--- src/rtl/systolic_array_ctrl.sv ---
// Sequencer for an ARRAY_DIM x ARRAY_DIM MAC grid: weight-row load, skewed vector streaming, drain.
// Optional input-starvation counter is built when TPU_STALL_COUNT_EN is defined.
module systolic_array_ctrl #(
   parameter int ARRAY_DIM = 8,
   parameter int ROW_W     = 3,
   parameter int CNT_W     = 8
) (
   input  logic                 clock,
   input  logic                 reset,
   input  logic                 start,
   input  logic                 reload_w,
   input  logic [CNT_W-1:0]     num_vectors,
   output logic                 busy,
   output logic                 done,
   output logic                 instr,
   output logic                 w_req,
   input  logic                 w_valid,
   output logic [ROW_W-1:0]     w_row_sel,
   output logic [ARRAY_DIM-1:0] w_load_en,
   output logic                 x_req,
   input  logic                 x_valid,
   output logic [ARRAY_DIM-1:0] row_feed_en,
   output logic [ARRAY_DIM-1:0] col_valid,
   output logic [15:0]          stall_cycles
);
   typedef enum logic [2:0] {IDLE, LOAD_W, COMPUTE, DRAIN, DONE} state_t;

   state_t                 state;
   logic                   weights_loaded;
   logic [ROW_W-1:0]       row;
   logic [CNT_W-1:0]       num_lat;
   logic [CNT_W-1:0]       issued;
   logic [CNT_W-1:0]       issued_next;
   logic [2*ARRAY_DIM-1:0] pipe;
   logic                   issue;
   logic                   w_hs;

   assign w_hs        = w_req & w_valid;
   assign issue       = x_req & x_valid;
   assign issued_next = issued + CNT_W'(issue);
   assign w_row_sel   = row;
   assign row_feed_en = pipe[ARRAY_DIM-1:0];
   assign col_valid   = pipe[2*ARRAY_DIM-1:ARRAY_DIM];

   always_ff @(posedge clock) begin
      if (!reset) begin
         state          <= IDLE;
         weights_loaded <= 1'b0;
         row            <= '0;
         num_lat        <= '0;
         issued         <= '0;
         pipe           <= '0;
         busy           <= 1'b0;
         done           <= 1'b0;
         instr          <= 1'b0;
         w_req          <= 1'b0;
         w_load_en      <= '0;
         x_req          <= 1'b0;
      end else begin
         pipe      <= {pipe[2*ARRAY_DIM-2:0], issue};
         w_load_en <= '0;
         done      <= 1'b0;
         case (state)
            IDLE: begin
               if (start) begin
                  busy    <= 1'b1;
                  num_lat <= num_vectors;
                  issued  <= '0;
                  row     <= '0;
                  if (reload_w || !weights_loaded) begin
                     // a partially reloaded set is no longer resident
                     weights_loaded <= 1'b0;
                     state          <= LOAD_W;
                     instr          <= 1'b1;
                     w_req          <= 1'b1;
                  end else begin
                     state <= COMPUTE;
                     x_req <= (num_vectors != '0);
                  end
               end
            end
            LOAD_W: begin
               if (w_hs) begin
                  w_load_en <= ARRAY_DIM'(1) << row;
                  row       <= row + 1'b1;
                  if (row == ROW_W'(ARRAY_DIM-1)) begin
                     weights_loaded <= 1'b1;
                     state          <= COMPUTE;
                     instr          <= 1'b0;
                     w_req          <= 1'b0;
                     x_req          <= (num_lat != '0);
                  end
               end
            end
            COMPUTE: begin
               issued <= issued_next;
               if (issued_next == num_lat) begin
                  state <= DRAIN;
                  x_req <= 1'b0;
               end
            end
            DRAIN: begin
               // leave when the shift below empties the pipe, so done lands right after the last col_valid
               if (pipe[2*ARRAY_DIM-2:0] == '0) begin
                  state <= DONE;
                  done  <= 1'b1;
               end
            end
            DONE: begin
               state <= IDLE;
               busy  <= 1'b0;
            end
            default: state <= IDLE;
         endcase
      end
   end

`ifdef TPU_STALL_COUNT_EN
   logic [15:0] stall_q;

   always_ff @(posedge clock) begin
      if (!reset)
         stall_q <= '0;
      else if (state == IDLE && start)
         stall_q <= '0;
      else if (state == COMPUTE && x_req && !x_valid && stall_q != 16'hFFFF)
         stall_q <= stall_q + 16'd1;
   end

   assign stall_cycles = stall_q;
`else
   assign stall_cycles = '0;
`endif

endmodule

--- config.mk ---
export PLATFORM = sky130hd
export DESIGN_NAME = systolic_array_ctrl
export DESIGN_NICKNAME = d
export VERILOG_FILES = /design/src/rtl/systolic_array_ctrl.sv
export SDC_FILE = /design/constraint.sdc
export NUM_CORES = 1
export LEC_CHECK = 0
export ABC_AREA = 1
export ABC_CLOCK_PERIOD_IN_PS = 2200
export BUFFER_PORTS_ARGS = -buffer_cell sky130_fd_sc_hd__buf_2
export CAP_MARGIN = 20
export CORE_MARGIN = 2
export CORE_UTILIZATION = 44
export CTS_CLUSTER_SIZE = 10
export DETAILED_ROUTE_END_ITERATION = 10
export PLACE_DENSITY = 0.72
export SLEW_MARGIN = 15
export SYNTH_ARGS = -nofsm -noshare
export SYNTH_HDL_FRONTEND = slang
export SYNTH_SLANG_ARGS = --single-unit
--- constraint.sdc ---
create_clock -name clock -period 2.2 [get_ports clock]
set_clock_uncertainty 0.1 [all_clocks]
set_input_delay 0.22 -clock clock [delete_from_list [all_inputs] [get_ports clock]]
set_output_delay 0.22 -clock clock [all_outputs]
set_load 0.02 [all_outputs]
==> results of run 1 <==
==> placed cells by master, fill, tap and decap left out <==
| master | n |
|---|---|
| nor3_1 | 4 |
| o21bai_1 | 1 |
| a21oi_2 | 1 |
| clkbuf_8 | 6 |
| buf_4 | 2 |
| o211ai_1 | 1 |
| nor4_1 | 6 |
| a211oi_2 | 1 |
| clkinv_2 | 1 |
| bufinv_16 | 1 |
| a21oi_1 | 22 |
| nand2_2 | 8 |
| ha_1 | 7 |
| nor3b_1 | 1 |
| buf_2 | 45 |
| clkinv_1 | 1 |
| nor2_2 | 3 |
| o21ai_0 | 10 |
| dfxtp_1 | 51 |
| conb_1 | 16 |
| nand2_1 | 68 |
| xnor2_1 | 1 |
| nand3_1 | 27 |
| inv_1 | 47 |
| nor2_4 | 2 |
| nor2_1 | 29 |
| o31ai_1 | 3 |
| inv_2 | 4 |
| or2_1 | 1 |
==> final timing paths <==
| check | startpoint | endpoint | cells past startpoint |
|---|---|---|---|
| setup / recovery | x_req | x_req | 16 |
| hold / removal | num_vectors[0] | num_lat[0] | 3 |
| setup reg to reg | x_req | x_req | 16 |
| hold reg to reg | pipe[6] | pipe[7] | 2 |
==> per-layer routing <==
layer / part of all wire (%) / routed length (µm) / global-route usage, %
met1: 47 / 2160 / 21.0
met3: 6.1 / 281 / 4.59
met4: 1.8 / 82 / 7.68
met2: 45 / 2100 / 26.7
met5: 0 / 0 / 0
==> through the flow <==
| stage | instances | util (%) | instance area [µm²] | worst slack, ps |
|---|---|---|---|---|
| floorplan | 337 | - | 2400 | 342 |
| global placement | 432 | 50.2 | 2580 | 295 |
| detailed placement | 432 | 50.2 | 2580 | 256 |
| CTS | 440 | 52.5 | 2700 | 236 |
| global route | 440 | 52.5 | 2700 | 3.42 |
| finish | 440 | 52.5 | 2700 | 237 |
==> power by group through the flow <==
stage	sequential, µW	clock [µW]	combinational [µW]
global route	1110	729	848
finish	1100	671	743
CTS	1100	684	748
floorplan	1140	0	569
global placement	1120	0	740
detailed placement	1120	0	741
==> layout make-up <==
type                    count  share of cell area, %
repair buffers             47                   8.90
well taps                  70                   3.25
inverters                  52                   7.23
multi-input cells         212                   38.4
clock inverters             2                   1.30
clock buffers               6                   3.06
flip-flops and latches     51                   37.8
==> registers in the layout, summed over array words and instances (netlist names) <==
| signal | flops |
|---|---|
| w_load_en | 8 |
| w_row_sel | 3 |
| num_lat | 8 |
| busy | 1 |
| x_req | 1 |
| state | 3 |
| w_req | 1 |
| pipe | 16 |
| weights_loaded | 1 |
| done | 1 |
| issued | 8 |
==> cell families after synthesis <==
family | count (synthesis)
other | 1
AND/OR/NAND/NOR | 149
buffers and inverters | 74
XOR/XNOR | 1
adder cells (fa/ha/maj) | 7
flip-flops | 51
AO/OA/AOI/OAI | 39
==> worst reg2reg max path, delay by kind of cell (launching register included) <==
kind                     cells  cell delay (ps)
AND/OR/NAND/NOR             14             1140
adder cells (fa/ha/maj)      1              200
buffers and inverters        1               80
flip-flops                   1              360
==> reports/results.ini, run 1 <==
[status]
status=finished clean

[routing]
ant_nets=0
wl_per_cell_um=10.5
drt_iter0_drc=121
viasPerCell=4.56
routed-via-count=2006
drc_errors=0
firstDrtPassIters=4
drt-total-wl_um=4620

[logic_synthesis]
synth_compound_area_share_pct=9.34
synth_mux_area_share_pct=0
netlist-cell-type-count=26
async_reset_ff_share_pct=0
synth_seq_area_share_pct=43.6
yosysTopAreaCell=dfxtp_1
avgSynthCellArea_um2=7.28
synth_edf_count=0
ys_ff_latch=51
synth_most_common_cell=nand2_1
synth_top_family_by_area=simple AND/OR/NAND/NOR gates
synth_common_cells=nand2_1, dfxtp_1, inv_1, nor2_1, nand3_1
synthCells=322
netlist.area_leader.share_pct=43.6
yosysWarnings=0
synth-xor-area-share_pct=0.374
synth.area.top_cells=dfxtp_1, nand2_1, inv_1
synthAdderAreaFrac_pct=3.74
yosys.area_share.simple_pct=28.2
ys.flop_type=dfxtp_1
syn_area_mm2=0.00234

[critical_path]
cp_max_fo=4
cp.arrival_ps=2070
cp_num_buf_inv=1
crit_slowest_cell=dfxtp_1
cpMostUsedCell=nand2_1
crit_family=simple AND/OR/NAND/NOR gates
start_kind=flip-flop
path_cells=nand2_1 > inv_1 > ha_1 > nand2_2 > nor2_2 > nand2_1 > nand2_1 > nand2_1 > nand2_1 > nand3_1 > nor2_1 > nand2_1 > nand2_2 > nand3_1 > nand2_1 > nor2_1
crit_path_end_kind=flip-flop
r2r_slack_ps=240
required_ps=2310
crit_type=reg -> reg
critPathMaxStageDelay_ps=360

[clock_tree]
post_cts_buffers=0
clkTransAtPathRegs_ps=90
ctsHoldBuffers=0
numCtsBuffers=5
cts-root-buf=clkbuf_8
htreeDepth=2
cts_resized=0
clock-sinks=51
clk_latency_ps=310
cts_tree=done
cts.path.max_buffers=2

[sta]
hold_ws_ps=52.3
final_max_slew_viol_count=0
finalCriticalPeriod_ps=1960
fmax_ghz=0.509
setup_viol=0
max_slew_margin_pct=61.8
tightest_slew_ps=571
tns_ps=0
grt_setup_unrepaired=no
fin_crit_sh_pct=89.2
hold_viol=0

[finish]
fillers=553
final_nets=390
multi_input_area_mm2=0.00104
drive_gt1_share_pct=20.0
area_growth_pct=15.2
seqCellArea_mm2=0.00102
diodes=0

[floorplan]
dieArea_mm2=0.00593
io_pins=62
die_width_um=77.0
core_mm2=0.00514
die_h_um=77.0
rows=26
start_util_pct=45.6

[power]
clkPwrFrac_pct=26.7
power_density_mw_per_mm2=931
combPwrFrac_pct=29.6
power_frac_seq_pct=43.7
vdd_drop_max_v=0.000488
finalPower_uw=2510
swShare_pct=35.5
leakagePower_uw=0.00137
p_sw_uw=891
p_int_uw=1620

[grt]
grt_pass1_wl_um=7860
grt_max_degree=27
grt_pass1_vias=1787
grtUsageTotal_pct=16.7
overflow=0
antenna_found_initial=0

[hold_path]
hp-class=in -> reg

[placement]
gp_congestion=0.863
dpl.hpwl_um=3500
numPortBuffers=45

[flow_run]
maxCapViolCount=0

Note: power is estimated with default switching activity, not from simulation.
==> inputs of run 2 (changes only) <==
--- a/config.mk
+++ b/config.mk
@@ -9,11 +9,13 @@
 export ABC_CLOCK_PERIOD_IN_PS = 2200
 export BUFFER_PORTS_ARGS = -buffer_cell sky130_fd_sc_hd__buf_2
 export CAP_MARGIN = 20
+export CORE_ASPECT_RATIO = 2
 export CORE_MARGIN = 2
 export CORE_UTILIZATION = 44
 export CTS_CLUSTER_SIZE = 10
 export DETAILED_ROUTE_END_ITERATION = 10
-export PLACE_DENSITY = 0.72
+export PLACE_DENSITY = 0.69
+export REMOVE_ABC_BUFFERS = 1
 export SLEW_MARGIN = 15
 export SYNTH_ARGS = -nofsm -noshare
 export SYNTH_HDL_FRONTEND = slang
==> reports/results.ini, run 2 (same netlist as run 1, synthesis figures left out) <==
[floorplan]
dieArea_mm2=0.00596  ; was 0.00593 mm²
io_pins=62  ; unchanged
core_mm2=0.00514  ; about the same
rows=37  ; was 26
start_util_pct=45.6  ; about the same
die_width_um=55.6  ; was 77.0 µm
die_h_um=107  ; was 77.0 µm

[critical_path]
crit_slowest_cell=dfxtp_1  ; unchanged
cpMostUsedCell=nand2_1  ; unchanged
crit_type=reg -> reg  ; unchanged
cp_num_buf_inv=1  ; unchanged
start_kind=flip-flop  ; unchanged
crit_family=simple AND/OR/NAND/NOR gates  ; unchanged
cp_max_fo=4  ; unchanged
cp.arrival_ps=2060  ; was 2070 ps
path_cells=nand2_1 > inv_1 > ha_1 > nand2_2 > nor2_4 > nand2_2 > nand2_2 > nand2_1 > nand2_1 > nand2_1 > nor2_1 > nand2_1 > nand2_2 > nand3_1 > nand2_1 > nor2_1  ; was nand2_1 > inv_1 > ha_1 > nand2_2 > nor2_2 > nand2_1 > nand2_1 > nand2_1 > nand2_1 > nand3_1 > nor2_1 > nand2_1 > nand2_2 > nand3_1 > nand2_1 > nor2_1
critPathMaxStageDelay_ps=360  ; about the same
required_ps=2320  ; was 2310 ps
crit_path_end_kind=flip-flop  ; unchanged

[routing]
firstDrtPassIters=4  ; unchanged
ant_nets=0  ; unchanged
routed-via-count=2090  ; was 2006
drc_errors=0  ; unchanged
drt_iter0_drc=54  ; was 121
wl_per_cell_um=12.0  ; was 10.5 µm
viasPerCell=4.86  ; was 4.56
drt-total-wl_um=5170  ; was 4620 µm

[power]
power_density_mw_per_mm2=948  ; was 931 mW/mm²
leakagePower_uw=0.00137  ; about the same
vdd_drop_max_v=0.000762  ; was 0.000488 V

[sta]
hold_viol=0  ; unchanged
finalCriticalPeriod_ps=1950  ; was 1960 ps
setup_viol=0  ; unchanged
tns_ps=0  ; unchanged
max_slew_margin_pct=65.3  ; was 61.8%
fmax_ghz=0.514  ; was 0.509 GHz
tightest_slew_ps=515  ; was 571 ps
final_max_slew_viol_count=0  ; unchanged
fin_crit_sh_pct=88.4  ; was 89.2%
grt_setup_unrepaired=no  ; unchanged

[clock_tree]
cts_tree=done  ; unchanged
clock-sinks=51  ; unchanged
cts_resized=0  ; unchanged
ctsHoldBuffers=0  ; unchanged
clk_latency_ps=310  ; about the same
numCtsBuffers=5  ; unchanged
post_cts_buffers=0  ; unchanged
htreeDepth=2  ; unchanged
cts-root-buf=clkbuf_8  ; unchanged
clkTransAtPathRegs_ps=100  ; was 90 ps
cts.path.max_buffers=2  ; unchanged

[grt]
grtUsageTotal_pct=18.0  ; was 16.7%
overflow=0  ; unchanged
grt_max_degree=27  ; unchanged
grt_pass1_wl_um=8400  ; was 7860 µm
grt_pass1_vias=1977  ; was 1787
antenna_found_initial=0  ; unchanged

[finish]
drive_gt1_share_pct=20.4  ; was 20.0%
fillers=543  ; was 553
final_nets=392  ; was 390
final_cell_mix=nand2_1, dfxtp_1, inv_1, buf_2, nor2_1  ; unchanged
finalInstanceArea_mm2=0.00270  ; about the same
area_growth_pct=15.1  ; was 15.2%
final_common_cell=nand2_1  ; unchanged
top_register=pipe  ; unchanged
largest_reg_flops=16  ; unchanged
diodes=0  ; unchanged

[placement]
dpl.hpwl_um=4060  ; was 3500 µm
gp_congestion=0.843  ; was 0.863
placed_area_mm2=0.00258  ; unchanged
numPortBuffers=45  ; unchanged

[status]
status=finished clean  ; unchanged

[flow_run]
maxCapViolCount=0  ; unchanged

[hold_path]
hp-class=in -> reg  ; unchanged

-- run 2: changes by cell type in the layout (fill, tap and decap cells not counted) --
cell	delta
buf_4	+2
inv_6	+1
clkbuf_8	-1
clkinv_2	-1
clkinvlp_4	+1
-- run 2: where the power goes --
part / total (µW) / internal, µW / leakage (µW) / switching, µW
sequential: 1100 / 1020 / 0.000414 / 81.6
combinational: 784 / 253 / 0.000906 / 531
clock: 672 / 343 / 0.0000548 / 329
-- run 2: per-stage QoR --
stage	util, %	hold slack [ps]	std cells	power [µW]	setup WS (ps)
4_1_cts	52.5	82.8	430	2570	240
6_report	52.5	80.5	430	2550	254
5_1_grt	52.5	103	430	2700	2.93
3_5_place_dp	50.2	340	422	1900	260
3_3_place_gp	50.2	337	422	1900	318
2_1_floorplan	-	213	315	1670	346
-- run 2: layout make-up --
type                       count  area (µm²)  area share (%)
clock buffer                   5        68.8            2.55
clock inverter                 3        46.3            1.72
inverter                      52         195            7.24
multi-input combinational    212        1040            38.5
sequential                    51        1020            37.9
tap                           58        72.6            2.69
timing repair buffer          49         255            9.47
-- run 2: final timing paths --
check                                    start  cells after the start  slack, ps         end
worst max register to register           x_req                     16        250       x_req
worst min-delay path            num_vectors[0]                      3         80  num_lat[0]
worst min register to register        pipe[13]                      2        350    pipe[14]
worst max-delay path                     x_req                     16        250       x_req
-- run 2: worst register-to-register path: stages (launching register included) --
cell	delay, ps
dfxtp_1	360
nand2_1	90
inv_1	80
ha_1	180
nand2_2	100
nor2_4	160
nand2_2	90
nand2_2	80
nand2_1	50
nand2_1	70
nand2_1	50
nor2_1	100
nand2_1	70
nand2_2	90
nand3_1	80
nand2_1	70
nor2_1	40
-- run 2: routing by layer --
layer  up-vias  share of wire (%)  global-route usage (%)
li1       1074                  -                       -
met1       951                 36                    16.6
met2        49                 56                    34.6
met3        16                3.4                    2.41
met4         0                4.4                    12.9
met5         -                  0                       0
==> inputs of run 3 (changes only) <==
--- a/config.mk
+++ b/config.mk
@@ -10,7 +10,7 @@
 export BUFFER_PORTS_ARGS = -buffer_cell sky130_fd_sc_hd__buf_2
 export CAP_MARGIN = 20
 export CORE_ASPECT_RATIO = 2
-export CORE_MARGIN = 2
+export CORE_MARGIN = 10
 export CORE_UTILIZATION = 44
 export CTS_CLUSTER_SIZE = 10
 export DETAILED_ROUTE_END_ITERATION = 10
==> reports/results.ini, run 3 (same netlist as run 1, synthesis figures left out) <==
[status]
status=finished clean  ; unchanged

[power]
leakagePower_uw=0.00137  ; unchanged
vdd_drop_max_v=0.000645  ; was 0.000762 V
finalPower_uw=2550  ; about the same
power_density_mw_per_mm2=947  ; was 948 mW/mm²

[clock_tree]
cts.path.max_buffers=2  ; unchanged
clkTransAtPathRegs_ps=90  ; was 100 ps
clock-sinks=51  ; unchanged
htreeDepth=2  ; unchanged
cts_tree=done  ; unchanged
cts-root-buf=clkbuf_8  ; unchanged
cts_resized=0  ; unchanged
post_cts_buffers=0  ; unchanged
ctsHoldBuffers=0  ; unchanged
clk_latency_ps=320  ; was 310 ps
numCtsBuffers=5  ; unchanged

[finish]
diodes=0  ; unchanged
final_common_cell=nand2_1  ; unchanged
layout.cells.non_filler=430  ; unchanged
area_growth_pct=15.1  ; unchanged
seqCellArea_mm2=0.00102  ; unchanged
final_cell_mix=nand2_1, dfxtp_1, inv_1, buf_2, nor2_1  ; unchanged
final_nets=392  ; unchanged
top_register=pipe  ; unchanged
drive_gt1_share_pct=20.4  ; unchanged
multi_input_area_mm2=0.00104  ; unchanged
largest_reg_flops=16  ; unchanged
fillers=523  ; was 543

[flow_run]
maxCapViolCount=0  ; unchanged

[floorplan]
io_pins=62  ; unchanged
core_mm2=0.00514  ; unchanged
start_util_pct=45.6  ; unchanged
dieArea_mm2=0.00882  ; was 0.00596 mm²
rows=37  ; unchanged
die_width_um=71.6  ; was 55.6 µm
die_h_um=123  ; was 107 µm

[critical_path]
required_ps=2310  ; was 2320 ps
crit_path_end_kind=flip-flop  ; unchanged
start_kind=flip-flop  ; unchanged
cp.arrival_ps=2060  ; about the same
crit_type=reg -> reg  ; unchanged
cp_max_fo=4  ; unchanged

[sta]
fin_crit_sh_pct=88.7  ; was 88.4%
tightest_slew_ps=512  ; was 515 ps
max_slew_margin_pct=65.6  ; was 65.3%
tns_ps=0  ; unchanged
final_max_slew_viol_count=0  ; unchanged
finalCriticalPeriod_ps=1950  ; about the same
setup_viol=0  ; unchanged
hold_viol=0  ; unchanged
fmax_ghz=0.512  ; was 0.514 GHz
grt_setup_unrepaired=no  ; unchanged
timing.final.ws_setup_ps=248  ; was 254 ps

[routing]
drt-total-wl_um=5620  ; was 5170 µm
wl_per_cell_um=13.1  ; was 12.0 µm
ant_nets=0  ; unchanged
routed-via-count=2071  ; was 2090
drc_errors=0  ; unchanged
viasPerCell=4.82  ; was 4.86
firstDrtPassIters=4  ; unchanged
drt_iter0_drc=148  ; was 54

[grt]
antenna_found_initial=0  ; unchanged
grt_max_degree=27  ; unchanged
grtUsageTotal_pct=12.5  ; was 18.0%
overflow=0  ; unchanged
grt_pass1_wl_um=8990  ; was 8400 µm
grt_pass1_vias=2035  ; was 1977

[placement]
numPortBuffers=45  ; unchanged
gp_congestion=0.894  ; was 0.843
dpl.hpwl_um=4590  ; was 4060 µm
dpl_worst_slack_ps=261  ; was 260 ps
placed_cells=422  ; unchanged

[hold_path]
hp-class=in -> reg  ; unchanged

-- run 3: path summary, 6_finish.rpt --
kind,from,end,slack (ps),cells after the start
worst min register to register,pipe[5],pipe[6],360,2
worst max-delay path,x_req,x_req,250,16
worst max register to register,x_req,x_req,250,16
worst min-delay path,num_vectors[0],num_lat[0],70,3
-- run 3: metrics by stage --
stage                     cell area, µm²  hold WS [ps]  utilization (%)
final                               2700          67.2             52.5
after detailed placement            2580           345             50.2
after CTS                           2700          68.7             52.5
after global placement              2580           342             50.2
after global routing                2700          99.8             52.5
after floorplan                     2250           213                -
-- run 3: critical path, cell delays in order (launching register included) --
cell and delay, ps:
dfxtp_1 360, nand2_1 80, inv_1 80, ha_1 190, nand2_2 110, nor2_4 160
nand2_2 90, nand2_2 80, nand2_1 50, nand2_1 50, nand3_1 90, nor2_1 100
nand2_1 60, nand2_2 80, nand3_1 70, nand2_1 60, nor2_1 40
-- run 3: layer usage --
layer  wire, µm  GRT usage, %
met1       1920          10.8
met2       3300          25.3
met3        275          3.29
met4        121          5.47
met5          0             0
-- run 3: power breakdown --
part / switching, µW / total, µW / internal [µW] / leakage (µW)
clock: 334 / 677 / 343 / 0.0000548
sequential: 83.7 / 1100 / 1020 / 0.000414
combinational: 523 / 776 / 253 / 0.000906
-- run 3: cell type report --
class | count | area share (%)
tap | 58 | 2.69
timing repair buffer | 49 | 9.47
clock inverter | 3 | 1.72
clock buffer | 5 | 2.55
multi-input combinational | 212 | 38.5
inverter | 52 | 7.24
sequential | 51 | 37.9
